<file path="src/rtl/demux_1to16_reg.sv">
// -----------------------------------------------------------------------------
// demux_1to16_reg
//
// Registered 1-to-N streaming demultiplexer. One WIDTH-bit word per cycle
// arrives on a single valid/ready source and is steered to one of N sinks.
// Every sink owns a one-entry output slot, so a stalled sink only blocks words
// addressed to itself; traffic to the other channels keeps flowing.
//
// Optional feature:
//   DEMUX_BROADCAST_EN  adds input in_bcast. When in_bcast=1 the word is loaded
//                       into every slot at once (in_sel ignored) and is accepted
//                       only when every slot can take it. When the macro is
//                       undefined there is no in_bcast port and no extra logic.
//
// Parameters:
//   N      number of output channels (>= 2, need not be a power of 2)
//   WIDTH  data word width
//
// Ports:
//   clk        clock, all state changes on the rising edge
//   reset      synchronous active-high reset; clears every slot (flag and data)
//   in_data    input word
//   in_sel     destination channel index
//   in_valid   source offers a word
//   in_ready   demux accepts the word this cycle (combinational)
//   in_bcast   (DEMUX_BROADCAST_EN only) load the word into every channel
//   out_data   per-channel slot contents, registered
//   out_valid  per-channel slot full
//   out_ready  per-channel sink accepts
// -----------------------------------------------------------------------------
module demux_1to16_reg #(
  parameter int N     = 16,
  parameter int WIDTH = 8
) (
  input  logic                      clk,
  input  logic                      reset,
  input  logic [WIDTH-1:0]          in_data,
  input  logic [$clog2(N)-1:0]      in_sel,
  input  logic                      in_valid,
  output logic                      in_ready,
`ifdef DEMUX_BROADCAST_EN
  input  logic                      in_bcast,
`endif
  output logic [N-1:0][WIDTH-1:0]   out_data,
  output logic [N-1:0]              out_valid,
  input  logic [N-1:0]              out_ready
);

  localparam int SEL_W = $clog2(N);

  logic [N-1:0]            full_q, full_d;
  logic [N-1:0][WIDTH-1:0] data_q, data_d;

  logic [N-1:0] sel_hit;    // one-hot decode of in_sel; all-zero when out of range
  logic [N-1:0] slot_free;  // slot can take a word this cycle (empty or draining)
  logic [N-1:0] load;       // slots written on this edge
  logic         in_ready_uni;
  logic         fire;

  // Decoding against every legal index (rather than comparing in_sel < N)
  // makes an out-of-range select fall out naturally as "no channel hit",
  // which both blocks in_ready and prevents any slot write.
  always_comb begin
    // NOTE: every signal assigned in always_comb gets a default first so no
    // path leaves it unassigned and no latch is inferred.
    sel_hit = '0;
    for (int i = 0; i < N; i++) begin
      sel_hit[i] = (in_sel == SEL_W'(i));
    end
  end

  // A slot accepts when empty, or when its current word leaves on this same
  // edge; the latter gives one word per cycle per channel.
  assign slot_free    = ~full_q | out_ready;
  assign in_ready_uni = |(sel_hit & slot_free);

`ifdef DEMUX_BROADCAST_EN
  assign in_ready = in_bcast ? (&slot_free) : in_ready_uni;
  assign fire     = in_valid & in_ready;
  assign load     = fire ? (in_bcast ? {N{1'b1}} : sel_hit) : '0;
`else
  assign in_ready = in_ready_uni;
  assign fire     = in_valid & in_ready;
  assign load     = fire ? sel_hit : '0;
`endif

  // Next state: a loaded slot is full with the new word; otherwise a slot
  // stays full only while its sink is not taking it, and data is held.
  always_comb begin
    full_d = load | (full_q & ~out_ready);
    data_d = data_q;
    for (int i = 0; i < N; i++) begin
      if (load[i]) begin
        data_d[i] = in_data;
      end
    end
  end

  // Data slots are reset along with the flags so an idle channel reads 0
  // after reset; reset has priority, so nothing is captured in a reset cycle.
  always_ff @(posedge clk) begin
    // NOTE: sequential state uses non-blocking assignments so every register
    // samples the pre-edge values regardless of statement order.
    if (reset) begin
      full_q <= '0;
      data_q <= '0;
    end else begin
      full_q <= full_d;
      data_q <= data_d;
    end
  end

  assign out_valid = full_q;
  assign out_data  = data_q;

endmodule

</file>
<file path="config.mk">
export PLATFORM = sky130hd
export DESIGN_NAME = demux_1to16_reg
export DESIGN_NICKNAME = d
export VERILOG_FILES = /design/src/rtl/demux_1to16_reg.sv
export SDC_FILE = /design/constraint.sdc
export NUM_CORES = 1
export LEC_CHECK = 0
export CAP_MARGIN = 30
export CORE_MARGIN = 5
export CORE_UTILIZATION = 40
export DETAILED_ROUTE_END_ITERATION = 12
export PLACE_DENSITY = 0.77
export SLEW_MARGIN = 0
export SYNTH_ARGS = -nofsm -noshare
export SYNTH_HDL_FRONTEND = slang
export SYNTH_SLANG_ARGS = --single-unit
</file>
<file path="constraint.sdc">
create_clock -name clk -period 3.7 [get_ports clk]
set_clock_uncertainty 0.05 [all_clocks]
set_input_delay 0.74 -clock clk [delete_from_list [all_inputs] [get_ports clk]]
set_output_delay 0.74 -clock clk [all_outputs]
set_load 0.005 [all_outputs]
</file>
==> flow_summary.json <==
{
  "status": "finished clean",
  "setup_viol": 0,
  "r2r-start": "out_valid[7]$_SDFF_PP0_",
  "grt_max_degree": 81,
  "finalMaxSlewViolations": 0,
  "synth_top_family_by_area": "multiplexers",
  "die_height_um": 130.2,
  "antennaDiodeCount": 0,
  "nFillCells": 1222,
  "synthAdderAreaFrac_pct": 0,
  "crit_fanout": 9,
  "clkSlewWorstSetupHoldPaths_ns": 0.06,
  "ys.flop_type": "dfxtp_1",
  "yosys.area_share.simple_pct": 20.81,
  "route.detailed.drc": 0,
  "postLayoutCellArea_um2": 8259,
  "reg2reg_slack_ns": 1.48,
  "layoutNonFillerInstCount": 892,
  "start_util_pct": 40.21,
  "avgSynthCellArea_um2": 10.78,
  "p_leak_nw": 3.617,
  "r2r_cells": 6,
  "clk_path_buf_depth": 2,
  "rows": 44,
  "io_buffer_count": 175,
  "worstHoldPathType": "reg -> reg",
  "synthArstFlopShare_pct": 0,
  "whs_path_depth": 2,
  "place.gp.congestion": 0.8354,
  "syn_inst": 536,
  "fin_setup_tns_ns": 0,
  "finalCriticalPeriod_ns": 3.605,
  "cts_tree": "built",
  "root_buffer": "clkbuf_16",
  "fp.coreArea_um2": 14370,
  "fmax_mhz": 277.4,
  "grt_pass1_wl_um": 25440,
  "viasPerCell": 4.956,
  "grt_pass1_vias": 4554,
  "critPathArrivalTime_ns": 2.82,
  "synth_area_um2": 5778,
  "hold_start": "out_data[126]$_SDFFE_PP0P_",
  "peakVddDrop_v": 0.0002793,
  "start_kind": "input pin",
  "vias": 4421,
  "whs_ns": 0.4233,
  "synth-seq-area-share_pct": 49.89,
  "rsz0062_at_grt": "no",
  "clk_latency_ns": 0.42,
  "dp.cells": 860,
  "ys_ff_latch": 144,
  "postCtsSetupRepairBufs": 0,
  "setup.worst_path.class": "in -> out",
  "end_kind": "output port",
  "hold_viol_final": 0,
  "fin_nets": 726,
  "max_cap_viol_count": 0,
  "wirelength_um": 16570,
  "antenna_found_initial": 0,
  "cts_htree_levels": 4,
  "grt-ovfl-total": 0,
  "r2r_end": "out_data[118]$_SDFFE_PP0P_",
  "synth_xor_area_share_pct": 0,
  "drive_gt1_share_pct": 7.062,
  "tightest_slew_ns": 0.9812,
  "period_share_pct": 97.44,
  "syn-num-nets": 567,
  "numCtsBuffers": 17,
  "hold_end": "out_data[126]$_SDFFE_PP0P_",
  "synth_edf_count": 0,
  "placed_area_um2": 7592,
  "area_delta_synth_final_pct": 42.94,
  "synth-compound-area-share_pct": 2.274,
  "power.total_w": 0.003685,
  "wl_per_cell_um": 18.58,
  "cts.sinks": 144,
  "yosys_warnings": 0,
  "ios": 176,
  "relSlewSlack_pct": 34.59,
  "first_pass_iters": 4,
  "hpwlAfterDp_um": 11430,
  "grt_usage_pct": 19.82,
  "synth.distinct_cells": 31,
  "postRouteAntennaNets": 0,
  "power.density_nw_per_um2": 446.1,
  "yosys-mux-area-fraction_pct": 22.87,
  "cp.required_ns": 2.91,
  "dieArea_um2": 16950,
  "die_width_um": 130.2,
  "first_iter_violations": 252
}
## what timing repair did
item                                    CTS  global route
endpoints found under the setup margin    0             1
endpoints found under the hold margin     0             0
hold buffers                              0             0
resized for setup                         0             4
## how the worst max path moves through the flow
stage                     cells after the start      start  endpoint
after floorplan                               6  in_sel[2]  in_ready
after global placement                        7  in_sel[1]  in_ready
after detailed placement                      7  in_sel[1]  in_ready
after CTS                                     7  in_sel[1]  in_ready
after global routing                          7  in_sel[1]  in_ready
final                                         7  in_sel[1]  in_ready
## cell usage in the layout (no fill, tap or decap), types with 2 or more instances in the layout
| master | netlist | layout |
|---|---|---|
| clkinv_2 | 0 | 3 |
| nand2_1 | 4 | 4 |
| dfxtp_1 | 144 | 144 |
| nand3_1 | 7 | 7 |
| inv_1 | 2 | 2 |
| and2_1 | 3 | 2 |
| buf_4 | 15 | 10 |
| a21oi_1 | 16 | 16 |
| clkbuf_8 | 0 | 3 |
| clkbuf_1 | 25 | 2 |
| clkdlybuf4s50_1 | 0 | 174 |
| clkbuf_16 | 0 | 17 |
| bufinv_16 | 0 | 5 |
| nand2b_1 | 144 | 144 |
| mux2i_1 | 132 | 132 |
| nor2_1 | 11 | 10 |
| nand4_1 | 13 | 13 |
## state kept, by name, indices dropped and copies added (netlist names)
register	count
out_data	128
out_valid	16
## cells in the mapped netlist, types with 2 or more instances
| cell type | number | share of area, % |
|---|---|---|
| dfxtp_1 | 144 | 50 |
| and2_1 | 3 | 0.32 |
| nand2b_1 | 144 | 16 |
| buf_2 | 2 | 0.17 |
| inv_1 | 2 | 0.13 |
| a21oi_1 | 16 | 1.4 |
| nor2_1 | 11 | 0.71 |
| nand3_1 | 7 | 0.61 |
| clkbuf_1 | 25 | 1.6 |
| buf_4 | 15 | 1.9 |
| nand2_1 | 4 | 0.26 |
| mux2i_1 | 132 | 23 |
| nand4_1 | 13 | 1.4 |
## layout make-up
class | count | area [um2] | area share [%]
well taps | 184 | 230.2 | 2.787
clock buffers | 22 | 474.2 | 5.742
inverters | 2 | 7.507 | 0.09090
clock inverters | 10 | 181.4 | 2.197
multi-input cells | 346 | 2666 | 32.28
flip-flops and latches | 144 | 2883 | 34.90
repair buffers | 184 | 1817 | 22.00
## critical path, stage by stage
cell and delay, ns:
clkdlybuf4s50_1 0.62, nor2b_4 0.25, nand2_1 0.08, o22a_2 0.28, nand3_4 0.12, o21bai_1 0.13, clkdlybuf4s50_1 0.58
## cell families (layout without fill, tap and decap cells)
kind of cell	count (synthesis)	after routing
muxes	132	132
buffers and inverters	46	218
AOI/OAI and AO/OA	22	22
and+or+nand+nor	192	192
DFF	144	144
## metrics by stage
step	util, %	worst slack, ns
3_3_place_gp	52.84	0.1492
5_1_grt	57.48	0.01510
6_report	57.48	0.09457
3_5_place_dp	52.84	0.04947
2_1_floorplan	-	1.230
4_1_cts	57.40	0.03181
## per-layer routing
metal | share of wire, % | vias to the layer above | global-route usage, % | wire (um)
li1 | - | 2119 | - | -
met5 | 0 | - | 0 | 0
met4 | 1.4 | 0 | 6.296 | 237
met1 | 44 | 2132 | 25.02 | 7236
met3 | 8.4 | 21 | 7.573 | 1395
met2 | 46 | 149 | 31.38 | 7705
## where the power goes
| group | internal [W] | switching, W | total, W | leakage (nW) |
|---|---|---|---|---|
| sequential | 0.00157 | 0.00000970 | 0.00158 | 1.16 |
| combinational | 0.000117 | 0.000115 | 0.000232 | 2.14 |
| clock | 0.00125 | 0.000628 | 0.00188 | 0.320 |
| total | 0.00293 | 0.000753 | 0.00368 | 3.62 |
No activity file was read; power rests on OpenSTA's default activity.
